[config.mk]
export PLATFORM = sky130hd
export DESIGN_NAME = fetch_prefetch_queue
export DESIGN_NICKNAME = d
export VERILOG_FILES = /design/src/rtl/fetch_prefetch_queue.sv
export SDC_FILE = /design/constraint.sdc
export NUM_CORES = 1
export LEC_CHECK = 0
export CAP_MARGIN = 30
export CORE_ASPECT_RATIO = 1.75
export CORE_MARGIN = 4
export CORE_UTILIZATION = 56
export CTS_CLUSTER_DIAMETER = 40
export CTS_CLUSTER_SIZE = 28
export DETAILED_ROUTE_END_ITERATION = 8
export PLACE_DENSITY = 0.8
export RECOVER_POWER = 50
export SYNTH_ARGS = -nofsm -noshare
export SYNTH_HDL_FRONTEND = slang
export SYNTH_SLANG_ARGS = --single-unit
[constraint.sdc]
create_clock -name clk -period 8.3 [get_ports clk]
set_input_delay 1.245 -clock clk [delete_from_list [all_inputs] [get_ports clk]]
set_output_delay 1.245 -clock clk [all_outputs]
set_load 0.005 [all_outputs]
[src/rtl/fetch_prefetch_queue.sv]
// Fetch front end: owns the PC, requests words over req/ack, queues {pc,word}.
// Optional counters: define FETCH_STATS_EN.
module fetch_prefetch_queue #(
  parameter int          DEPTH    = 4,
  parameter logic [31:0] RESET_PC = 32'h0000_0000
) (
  input  logic        clk,
  input  logic        reset,
  output logic        imem_req,
  output logic [31:0] imem_addr,
  input  logic        imem_ack,
  input  logic [31:0] imem_rdata,
  input  logic        redirect,
  input  logic [31:0] redirect_pc,
  output logic        instr_valid,
  output logic [31:0] instr,
  output logic [31:0] instr_pc,
`ifdef FETCH_STATS_EN
  output logic [31:0] stat_fetched,
  output logic [31:0] stat_flushed,
  output logic [31:0] stat_stall,
`endif
  input  logic        instr_ready
);

  localparam int AW = $clog2(DEPTH);
  localparam logic [AW:0]   FULL    = (AW+1)'(DEPTH);
  localparam logic [AW:0]   CNT_ONE = 1;
  localparam logic [AW-1:0] PTR_ONE = 1;

  typedef enum logic [1:0] {IDLE, WAIT, DROP} state_t;

  state_t        state, state_nxt;
  logic [31:0]   fetch_pc, req_addr, pc_inc;
  logic [31:0]   pc_q   [DEPTH];
  logic [31:0]   data_q [DEPTH];
  logic [AW-1:0] wptr, rptr;
  logic [AW:0]   count, count_nxt;
  logic          push, pop, issue;

  assign pc_inc      = fetch_pc + 32'd4;
  assign imem_req    = (state != IDLE);
  assign imem_addr   = imem_req ? req_addr : '0;
  assign instr_valid = (count != '0);
  assign instr       = instr_valid ? data_q[rptr] : '0;
  assign instr_pc    = instr_valid ? pc_q[rptr] : '0;
  assign push        = (state == WAIT) && imem_ack && !redirect;
  assign pop         = instr_valid && instr_ready && !redirect;

  always_comb begin
    count_nxt = count;
    if (push && !pop)
      count_nxt = count + CNT_ONE;
    else if (pop && !push)
      count_nxt = count - CNT_ONE;
    if (redirect)
      count_nxt = '0;
  end

  always_comb begin
    state_nxt = state;
    issue     = 1'b0;
    unique case (state)
      IDLE: begin
        if (!redirect && count < FULL) begin
          state_nxt = WAIT;
          issue     = 1'b1;
        end
      end
      WAIT: begin
        if (redirect)
          state_nxt = imem_ack ? IDLE : DROP;
        else if (imem_ack) begin
          if (count_nxt < FULL)
            issue = 1'b1;
          else
            state_nxt = IDLE;
        end
      end
      DROP: begin
        // A completed request is never left dangling, even under redirect.
        if (imem_ack)
          state_nxt = IDLE;
      end
      default: state_nxt = IDLE;
    endcase
  end

  always_ff @(posedge clk or negedge reset) begin
    if (!reset) begin
      state    <= IDLE;
      fetch_pc <= RESET_PC;
      req_addr <= '0;
      wptr     <= '0;
      rptr     <= '0;
      count    <= '0;
    end else begin
      state <= state_nxt;
      count <= count_nxt;
      if (redirect)
        fetch_pc <= {redirect_pc[31:2], 2'b00};
      else if (push)
        fetch_pc <= pc_inc;
      // Address register stays frozen in DROP while fetch_pc moves on.
      if (issue)
        req_addr <= (state == WAIT) ? pc_inc : fetch_pc;
      if (redirect) begin
        wptr <= '0;
        rptr <= '0;
      end else begin
        if (push) wptr <= wptr + PTR_ONE;
        if (pop)  rptr <= rptr + PTR_ONE;
      end
    end
  end

  always_ff @(posedge clk) begin
    if (push) begin
      pc_q[wptr]   <= req_addr;
      data_q[wptr] <= imem_rdata;
    end
  end

`ifdef FETCH_STATS_EN
  function automatic logic [31:0] sat_add(input logic [31:0] a,
                                          input logic [31:0] b);
    logic [32:0] s;
    s = {1'b0, a} + {1'b0, b};
    return s[32] ? 32'hFFFF_FFFF : s[31:0];
  endfunction

  logic        dropped;
  logic [31:0] flush_inc;

  assign dropped   = imem_ack &&
                     ((state == DROP) || (state == WAIT && redirect));
  assign flush_inc = (redirect ? 32'(count) : 32'd0) +
                     (dropped ? 32'd1 : 32'd0);

  always_ff @(posedge clk or negedge reset) begin
    if (!reset) begin
      stat_fetched <= '0;
      stat_flushed <= '0;
      stat_stall   <= '0;
    end else begin
      stat_fetched <= sat_add(stat_fetched, push ? 32'd1 : 32'd0);
      stat_flushed <= sat_add(stat_flushed, flush_inc);
      stat_stall   <= sat_add(stat_stall, instr_valid ? 32'd0 : 32'd1);
    end
  end
`endif

endmodule

## Word level (Yosys, flattened, before mapping)

Memories as Yosys holds them, arrays and structs flattened.
Index checks and enable logic that the tools add are counted.

| storage, ports and cells | value |
|---|---|
| flip-flop bits (word level) | 73 |
| RAM bits | 256 |
| bits of input ports | 69 |
| output and inout port bits | 98 |
| memories kept | 2 |

| cells by class | value |
|---|---|
| $add $sub $neg | 5 |
| $lt $le $gt $ge | 2 |
| eq/ne operators | 6 |
| muxes and demuxes | 27 |
| reduce and logical (&&, ||, !) cells | 16 |

Memories:

| memory | words | width | rd ports | clocked after Yosys merged registers in | write ports | line | source |
|---|---|---|---|---|---|---|---|
| data_q | 4 | 32 | 1 | 0 | 1 | 36 | `logic [31:0] data_q [DEPTH];` |
| pc_q | 4 | 32 | 1 | 0 | 1 | 35 | `logic [31:0] pc_q [DEPTH];` |

Operator list:

| kind | count |
|---|---|
| 2-to-1 mux 32 bit | 6 |
| adder 32 x 3 -> 32 bit (second input constant) | 1 |
| 2-to-1 mux 2 bit | 10 |
| 2-to-1 mux 3 bit | 3 |
| logical AND 1 bit | 7 |
| < comparator 3 bit (second input constant) | 2 |
| 2-to-1 mux 1 bit | 6 |
| inequality test 3 bit (second input constant) | 2 |
| case mux 2 bit (3 select lines) | 1 |
| nonzero test 2 bit | 3 |
| adder 2 x 1 -> 2 bit (second input constant) | 2 |
| inequality test 2 bit (second input constant) | 2 |
| AND reduction 4 bit | 1 |
| adder 3 x 1 -> 3 bit (second input constant) | 1 |
| zero test 1 bit | 3 |
| nonzero test 3 bit | 1 |
| subtractor 3 x 1 -> 3 bit (second input constant) | 1 |
| == test 2 x 1 -> 1 bit (second input constant) | 1 |
| == test 2 bit (second input constant) | 1 |
| zero test 2 bit | 1 |
| case mux 1 bit (2 select lines) | 1 |

## Logic depth before layout (Yosys ltp)

Gate-level depths: netlist of run 1.

| depth | value |
|---|---|
| word-level depth | 13 |
| mapped depth | 8 |
| depth with buffers taken out | 7 |

## Least setup slack after synthesis of run 1

No wires, ideal clock.

| path | value |
|---|---|
| path type | input-to-reg |
| from | in redirect |
| to | mem data_q[1][0] (enable) |
| setup time | 0.571 ns |
| arrival | 6.223 ns |
| data required time | 7.729 ns |
| setup slack | 1.506 ns |
| stages on the path | 3 |
| cells stage by stage | clkbuf_1 -> clkbuf_1 -> nor3b_1 |

| on the way | value |
|---|---|
| longest elaborated chain between the ends | 4 |

RTL lines:

| item | line | source |
|---|---|---|
| from (decl) | 13 | `input logic redirect,` |
| zero test 1 bit | 47 | `assign push = (state == WAIT) && imem_ack && !redirect;` |
| logical AND 1 bit | 47 |  |
| 2-to-1 mux 1 bit | 118 | `if (push) begin` |
| 2-to-1 mux 1 bit (implied by the code) | 120 | `data_q[wptr] <= imem_rdata;` |
| to (decl) | 36 |  |

No other way between the ends.

## Worst setup path in the final report of run 1

| path | value |
|---|---|
| from | in redirect |
| to | reg req_addr[14] |

| on the way | value |
|---|---|
| longest elaborated chain between the ends | 12 |
| elaborated cells between the ends (all ways) | 17 |
| classes of those cells | order compare: 1; mux: 8; reduce/logical: 8 |

RTL lines:

| item | line | source |
|---|---|---|
| zero test 1 bit | 47, 48, 65 |  |
| logical AND 1 bit | 47 |  |
| zero test 1 bit | 54 | `else if (pop && !push)` |
| logical AND 1 bit | 54 |  |
| 2-to-1 mux 3 bit | 54 |  |
| 2-to-1 mux 3 bit | 52 | `if (push && !pop)` |
| 2-to-1 mux 3 bit | 56 | `if (redirect)` |
| < comparator 3 bit | 74 | `if (count_nxt < FULL)` |
| 2-to-1 mux 1 bit | 74 |  |
| 2-to-1 mux 1 bit | 73 | `else if (imem_ack) begin` |
| 2-to-1 mux 1 bit | 71 | `if (redirect)` |
| case mux 1 bit (2 select lines) (*) | 63 | `unique case (state)` |
| to (signal assigned) | 106 | `req_addr <= (state == WAIT) ? pc_inc : fetch_pc;` |
| to (decl) | 34 | `logic [31:0] fetch_pc, req_addr, pc_inc;` |

Mark *: on every way between the ends. The rest lies on a longest branch, timed or not.
A chain may end at the register's enable or synchronous reset.

==> results.md, run 1 <==
* Status: finished, violations left
* Failing checks: capacitance limit, slew limit
* Startpoint Class: primary input
* Row count at 74
* Post_cts resized at 0
* Largest net degree at the start of global routing at 75
* Root Buffer: clkbuf_16
* DIE WIDTH at 125.2 um
* Post-Route WL at around 25 mm
* Gpl congestion at 0.8013
* R2R Path Start: state[0]
* Critical Path Sink Type: flip-flop
* CTS clk-pin slew, worst paths at ~90 ps
* Util after Layout at 68.75%
* Worst reg-to-reg setup slack at 4410 ps
* Worst reg-to-reg path cell count at 5
* Slowest stage delay, CP at around 1900 ps
* Total power at ~0.0047 W
* Crit Path Max Fanout at 74
* Critical Path Start: redirect
* Avg Cell Area, Syn at roughly 16 um^2
* Setup TNS at 0 ps
* WP data required at slightly below 9000 ps
* Area of the die at ~27,000 um^2
* Setup crit end: req_addr[14]
* HPWL after DPL at between 15 and 20 mm
* H-Tree Depth at 1
* Rel. slew slack at -144.5%
* Vias at 7,387
* Final setup viols at 0
* Clk pwr share at 26.4%
* Clock Latency Late Sink at between 500 and 600 ps
* Pre-antenna DRT Iters at 4
* Num CTS Buffers at 23
* I/O Pins at roughly 170
* WP data arrival at 5350 ps
* Worst Hold Slack at approximately 550 ps
* Post-Syn Instances at just under 900
* P_sw at 0.001393 W
* Post-Syn Area at 13,470 um^2
* Achievable Freq at between 200 and 250 MHz
* Yosys warnings at 0
* Net Sw Frac at 29.67%
* Clock skew at around 30 ps
* Pwr dens at 290.3 nW/um^2
* Global-route wire length before repair at 40.82 mm
* #FFs+latches synth at ~320
* Worst Max-Slew Pin Slew at roughly 3700 ps
* Residual DRC at 0
* Peak VDD IR at 0.0002077 V
* Vias per cell at about 5.6
* Final min period at 4992 ps
* Initial DRC count at just over 500
* Area grow syn2layout at 20.05%
* Fin. max-slew vios at around 170
* Yosys cell types at 48
* Placed inst area at 15,350 um^2
* CTS tree: done
* Post CTS Setup Buffer Count at 0
* Crit-path cells: buf_2, clkbuf_1, a21oi_1, o21ai_0, clkbuf_1, o21ai_0
* Type of the worst setup path: primary input to flip-flop
* All-layer global routing usage at between 10% and 20%
* Initial Util at between 50% and 60%
* Layout cells sized above 1 at 12.90%
* Hold-fix buffers, CTS at 0
* Leak pwr at between 5 and 6 nW
* Gr ovfl total at 0
* Net count reported at finish at 1,083
* Port Buf Inserts at 160
* Int Pwr at about 0.0033 W
* Final Cycle Share at between 60% and 70%
* Max clock buf depth at 3
* Logic pwr share at between 20% and 30%
* Clock Sinks at around 320
* Number of global-route vias before repair at 7,705
* Initial antenna violation count at 1
* Placeable Area at 23,520 um^2
* CP max stage cell: clkbuf_1
* RR Endpoint: req_addr[14]
* Seq/Total Area, Yosys at 68.11%
* RSZ-0062 raised after global routing: false
* Flop pwr share at between 40% and 50%
* WL/cell at ~19 um
* Detail Route Antenna Nets at 0
* Final hold viol count at 0
* Hold Crit Class: flip-flop to flip-flop
* Die height at between 200 and 250 um
* Max Cap Violations at 3
* Finished layout cell area at 16,170 um^2
==> final cells by class <==
cell class                      count  area [um^2]
Multi-Input combinational cell    486         4038
Inverter                            7        26.28
Timing Repair Buffer              171         1683
Tap cell                          304        380.4
Fill cell                        1643         7348
Sequential cell                   317         9179
Clock inverter                     18        281.5
Clock buffer                       24        579.3
Antenna cell                        1        2.502
==> critical path, delay by kind of cell <==
family | cells | cell delay [ps]
buffers and inverters | 3 | 3070
AO/OA/AOI/OAI | 3 | 1020
==> per-stage QoR <==
step                      cells  setup WS (ps)
after floorplan             868           1506
after global placement     1283           4221
after detailed placement   1285           4477
after CTS                  1327           3899
after global routing       1328           2568
final                      1328           3308
==> cell families (layout without fill, tap and decap cells) <==
family | count (synthesis) | after routing | share of synthesized area (%)
flops | 317 | 317 | 68.11
simple gates | 273 | 273 | 11.41
compound gates | 73 | 73 | 2.852
mux | 65 | 65 | 10.60
buf+inv | 65 | 220 | 2.164
xor+xnor | 63 | 63 | 4.097
fa+ha+maj | 8 | 8 | 0.7432
other cells | 1 | 5 | 0.02784
==> layer usage <==
| metal | vias up | global-route usage [%] | wire length (um) |
|---|---|---|---|
| met4 | 0 | 6.699 | 715 |
| met2 | 186 | 36.29 | 14080 |
| met3 | 40 | 1.802 | 965 |
| met1 | 3678 | 23.17 | 9681 |
| met5 | - | 0 | 0 |
| li1 | 3483 | - | - |
==> Yosys cell counts (all sizes together) <==
| master | instances | share of area [%] |
|---|---|---|
| buf | 23 | 0.98 |
| and2 | 92 | 4.3 |
| a311oi | 1 | 0.065 |
| nand2 | 79 | 2.2 |
| or3 | 5 | 0.25 |
| xor2 | 16 | 1.0 |
| and3 | 3 | 0.14 |
| ha | 8 | 0.74 |
| nand2b | 2 | 0.093 |
| nor4 | 8 | 0.75 |
| nor3 | 27 | 1.0 |
| nand4 | 15 | 0.97 |
| a21oi | 6 | 0.25 |
| and3b | 1 | 0.065 |
| a211oi | 1 | 0.056 |
| xnor2 | 47 | 3.1 |
| nand3b | 2 | 0.11 |
| inv | 7 | 0.20 |
| o21ai | 62 | 2.3 |
| clkbuf | 35 | 0.98 |
| nor2b | 4 | 0.19 |
| mux2i | 2 | 0.15 |
| dfrtp | 69 | 13 |
| mux2 | 1 | 0.084 |
| nor2 | 16 | 0.45 |
| and4 | 3 | 0.20 |
| nor3b | 4 | 0.22 |
| a2bb2oi | 1 | 0.065 |
| mux4 | 62 | 10 |
| or2 | 1 | 0.046 |
| conb | 1 | 0.028 |
| a31oi | 1 | 0.046 |
| edfxtp | 248 | 55 |
| a2111oi | 1 | 0.065 |
| nand3 | 11 | 0.45 |
==> power by group through the flow <==
stage          clock [W]  combinational (W)  sequential, W
6_report         0.00124            0.00135        0.00210
5_1_grt          0.00134            0.00148        0.00213
4_1_cts          0.00127            0.00141        0.00210
3_5_place_dp           0            0.00140        0.00213
3_3_place_gp           0            0.00135        0.00212
2_1_floorplan          0           0.000750        0.00205
==> cells in the final DEF (no fill, tap or decap), types with 2 or more instances in the layout <==
cell type	netlist	layout
edfxtp_1	248	248
clkdlybuf4s50_1	0	126
and2_1	92	92
nand2_1	79	79
dfrtp_1	69	67
mux4_2	62	62
o21ai_0	56	58
xnor2_1	47	47
dlygate4sd3_1	0	32
nor3_1	27	27
clkbuf_16	0	23
xor2_1	16	16
nor2_1	16	16
nand4_1	12	12
nand3_1	10	10
ha_1	8	8
inv_1	7	7
inv_16	0	7
buf_4	5	7
a21oi_1	5	5
nor3b_2	0	4
nor2b_1	4	4
nor4_1	4	4
o21ai_1	6	4
conb_1	1	4
inv_12	0	4
clkbuf_1	34	4
or3_1	3	3
and3_1	3	3
nor4_4	3	3
nand3b_1	2	2
and4_1	2	2
nand4_4	2	2
mux2i_1	2	2
or3_2	2	2
inv_6	0	2
inv_8	0	2
clkinv_8	0	2
buf_2	16	2
==> worst min-delay path by stage <==
stage | startpoint | end | slack [ps] | depth (start not counted)
2_1_floorplan | req_addr[10] | pc_q[0][10] | 490 | 0
3_3_place_gp | req_addr[9] | pc_q[2][9] | 510 | 0
3_5_place_dp | req_addr[5] | pc_q[0][5] | 530 | 0
4_1_cts | req_addr[5] | pc_q[3][5] | 550 | 0
5_1_grt | req_addr[12] | pc_q[0][12] | 580 | 0
6_report | req_addr[7] | pc_q[3][7] | 550 | 0
==> state kept, by name (all words and copies together) (netlist names) <==
register,flops
state,2
fetch_pc,30
req_addr,30
count,3
rptr,2
wptr,2
pc_q,120
data_q,128
Power figures use the tool's default switching activity.
==> run 2: changes to the inputs <==
Clock period 8.3 ns to 5.1 ns, I/O delays scaled along.
==> results.md, run 2 (synthesis gave the netlist of run 1 again) <==
* Status: finished, violations left
* Failing checks: capacitance limit, slew limit
* Pre-antenna DRT Iters at 4 (unchanged)
* Max Cap Violations at 4 (+1)
* Clk pwr share at 27.8% (+1.4 points)
* HPWL after DPL at 16.73 mm (+2.1%)
* Wl on met1 at 9.788 mm (+1.1%)
* WP data arrival at 4360 ps (-990 ps)
* Leak pwr at 5.445 nW (+1.0%)
* Largest register FFs at 128 (unchanged)
* Max clock buf depth at 3 (unchanged)
* Num CTS Buffers at 24 (+4.3%)
* Uppermost layer routed: met4
* Logic pwr share at 28.1% (-0.7 points)
* Port Buf Inserts at 160 (unchanged)
* Most used cell, CP: o21ai_0
* DIE WIDTH at 125.2 um (unchanged)
* WL/cell at 19.32 um (+0.87%)
* Crit path buf inv count at 0 (-3)
* CTS clk-pin slew, worst paths at 90 ps (about the same)
* Largest net degree at the start of global routing at 75 (unchanged)
* RSZ-0062 raised after global routing: false
* P_sw at 0.002286 W (+64%)
* Final setup viols at 0 (unchanged)
* Row count at 74 (unchanged)
* Worst Max-Slew Pin Slew at 2056 ps (-1612 ps)
* Final hold viol count at 0 (unchanged)
* Post_cts resized at 0 (unchanged)
* Met2 routed WL at 14.38 mm (+2.1%)
* Startpoint Class: flip-flop
* Flop pwr share at 44.1% (-0.6 points)
* Gpl congestion at 0.8104 (+1.1%)
* Gr ovfl total at 0 (unchanged)
* Slowest stage delay, CP at 1610 ps (-300 ps)
* Int Pwr at 0.005501 W (+67%)
* Post CTS Setup Buffer Count at 0 (unchanged)
* Hold Startpoint: req_addr[19]
* Initial antenna violation count at 0 (-1)
* Number of global-route vias before repair at 7,501 (-2.6%)
* Die height at 213.2 um (unchanged)
* Clock Sinks at 317 (unchanged)
* Clock skew at 16.14 ps (-14.26 ps)
* Rel. slew slack at -38.49% (+110 points)
* Biggest registers after layout: data_q: 128 flops, pc_q: 120 flops
* Root Buffer: clkbuf_16
* H-Tree Depth at 1 (unchanged)
* Crit Path Max Fanout at 32 (-57%)
* Commonest non-fill, non-tap cells in the layout: edfxtp_1, clkdlybuf4s50_1, and2_1, nand2_1, dfrtp_1
* Largest reg by FF count: data_q
* CP max stage cell: o21ai_0
* Critical Path Start: state[0]
* Met3 WL at 886 um (-8.2%)
* Initial DRC count at 566 (+9.5%)
* Vias at 7,364 (-0.31%)
* N_diodes at 0 (-1)
* RR Endpoint: req_addr[2]
* Post-Route WL at 25.72 mm (+1.1%)
* Initial Util at 57.27% (unchanged)
* Fin. max-slew vios at 126 (-24%)
* R2R Path Start: state[0]
* Setup TNS at 0 ps (unchanged)
* Area grow syn2layout at 20.89%
* Detail Route Antenna Nets at 0 (unchanged)
* Pwr dens at 478.2 nW/um^2 (+65%)
* Placeable Area at 23,520 um^2 (unchanged)
* Worst reg-to-reg setup slack at 1060 ps (-3350 ps)
* Vias per cell at 5.533 (-0.54%)
* All-layer global routing usage at 19.37% (+0.10 points)
* Non-Filler Instances at 1,331 (+0.23%)
* I/O Pins at 167 (unchanged)
* WP data required at 5420 ps (-3240 ps)
* Residual DRC at 0 (unchanged)
* Hold-fix buffers, CTS at 0 (unchanged)
* Peak VDD IR at 0.0003792 V (+83%)
* Final min period at 4038 ps
* Clock Latency Late Sink at 540 ps (about the same)
* Critical Path Sink Type: flip-flop
* Layout cells sized above 1 at 12.85% (-0.050 points)
* Hold Crit Class: flip-flop to flip-flop
* Crit-path cells: or2_0, a31oi_1, o21ai_0, o21ai_0
* Type of the worst setup path: flip-flop to flip-flop
* WHS Endpoint: pc_q[3][19]
* Commonest non-fill, non-tap cell in the layout: edfxtp_1
* CTS tree: done
* Net Sw Frac at 29.36% (-0.31 points)
* Net count reported at finish at 1,087 (+0.37%)
* Achievable Freq at roughly 250 MHz
* Global-route wire length before repair at 40.55 mm (-0.66%)
* Util after Layout at 69.24% (+0.48 points)
* Crit-path leading delay family: compound AO/OA/AOI/OAI gates
* Final Cycle Share at around four fifths
* Pre-CTS worst setup slack at 1769 ps (-2708 ps)
* Cells after DPL at 1,288 (+0.23%)
* Fin worst setup slack at 1062 ps (-2246 ps)
* WHS Path Cells at 0 (unchanged)
* Worst reg-to-reg path cell count at 4 (-1)
* Area of the die at 26,700 um^2 (unchanged)
## run 2: changes by cell type in the layout (fill, tap and decap cells not counted), sizes merged
cell / change
diode: -1
buf: +1
clkbuf: +3
bufinv: +1
dlygate4sd3: +1
clkinv: +2
clkdlybuf4s50: -1
inv: -3
## run 2: metrics by stage
step                      power (W)  area (um^2)  hold slack (ps)
after floorplan            0.004552        13490            469.4
after global placement     0.005667        15340            506.8
after detailed placement   0.005742        15370            522.8
after CTS                  0.007914        16330            303.2
after global routing       0.008201        16280            566.2
final                      0.007787        16280            540.0
## run 2: how the worst max path moves through the flow
stage | to | slack [ps] | cells past startpoint
final | req_addr[2] | 1060 | 4
after global routing | req_addr[2] | 610 | 4
after CTS | instr_pc[31] | 1290 | 6
after detailed placement | fetch_pc[16] | 1770 | 6
after global placement | data_q[0][22] | 1770 | 4
after floorplan | data_q[0][0] | -1190 | 3
## run 2: final cells by class
| class | count | area, um^2 |
|---|---|---|
| clock buffers | 25 | 625.6 |
| well taps | 304 | 380.4 |
| repair buffers | 174 | 1713 |
| inverters | 7 | 26.28 |
| fillers | 1617 | 7234 |
| multi-input cells | 486 | 4023 |
| flip-flops and latches | 317 | 9179 |
| clock inverters | 18 | 336.6 |
## run 2: power by group through the flow
stage               clock network, W  registers [W]  logic, W
floorplan                          0        0.00333   0.00122
global placement                   0        0.00347   0.00220
detailed placement                 0        0.00349   0.00225
CTS                          0.00221        0.00343   0.00227
global route                 0.00233        0.00348   0.00239
finish                       0.00216        0.00343   0.00219
## run 2: metal layers
layer / GRT usage (%) / vias to the layer above
met5: 0 / -
met4: 6.400 / 0
met3: 2.003 / 39
met2: 36.70 / 180
met1: 23.13 / 3655
li1: - / 3490
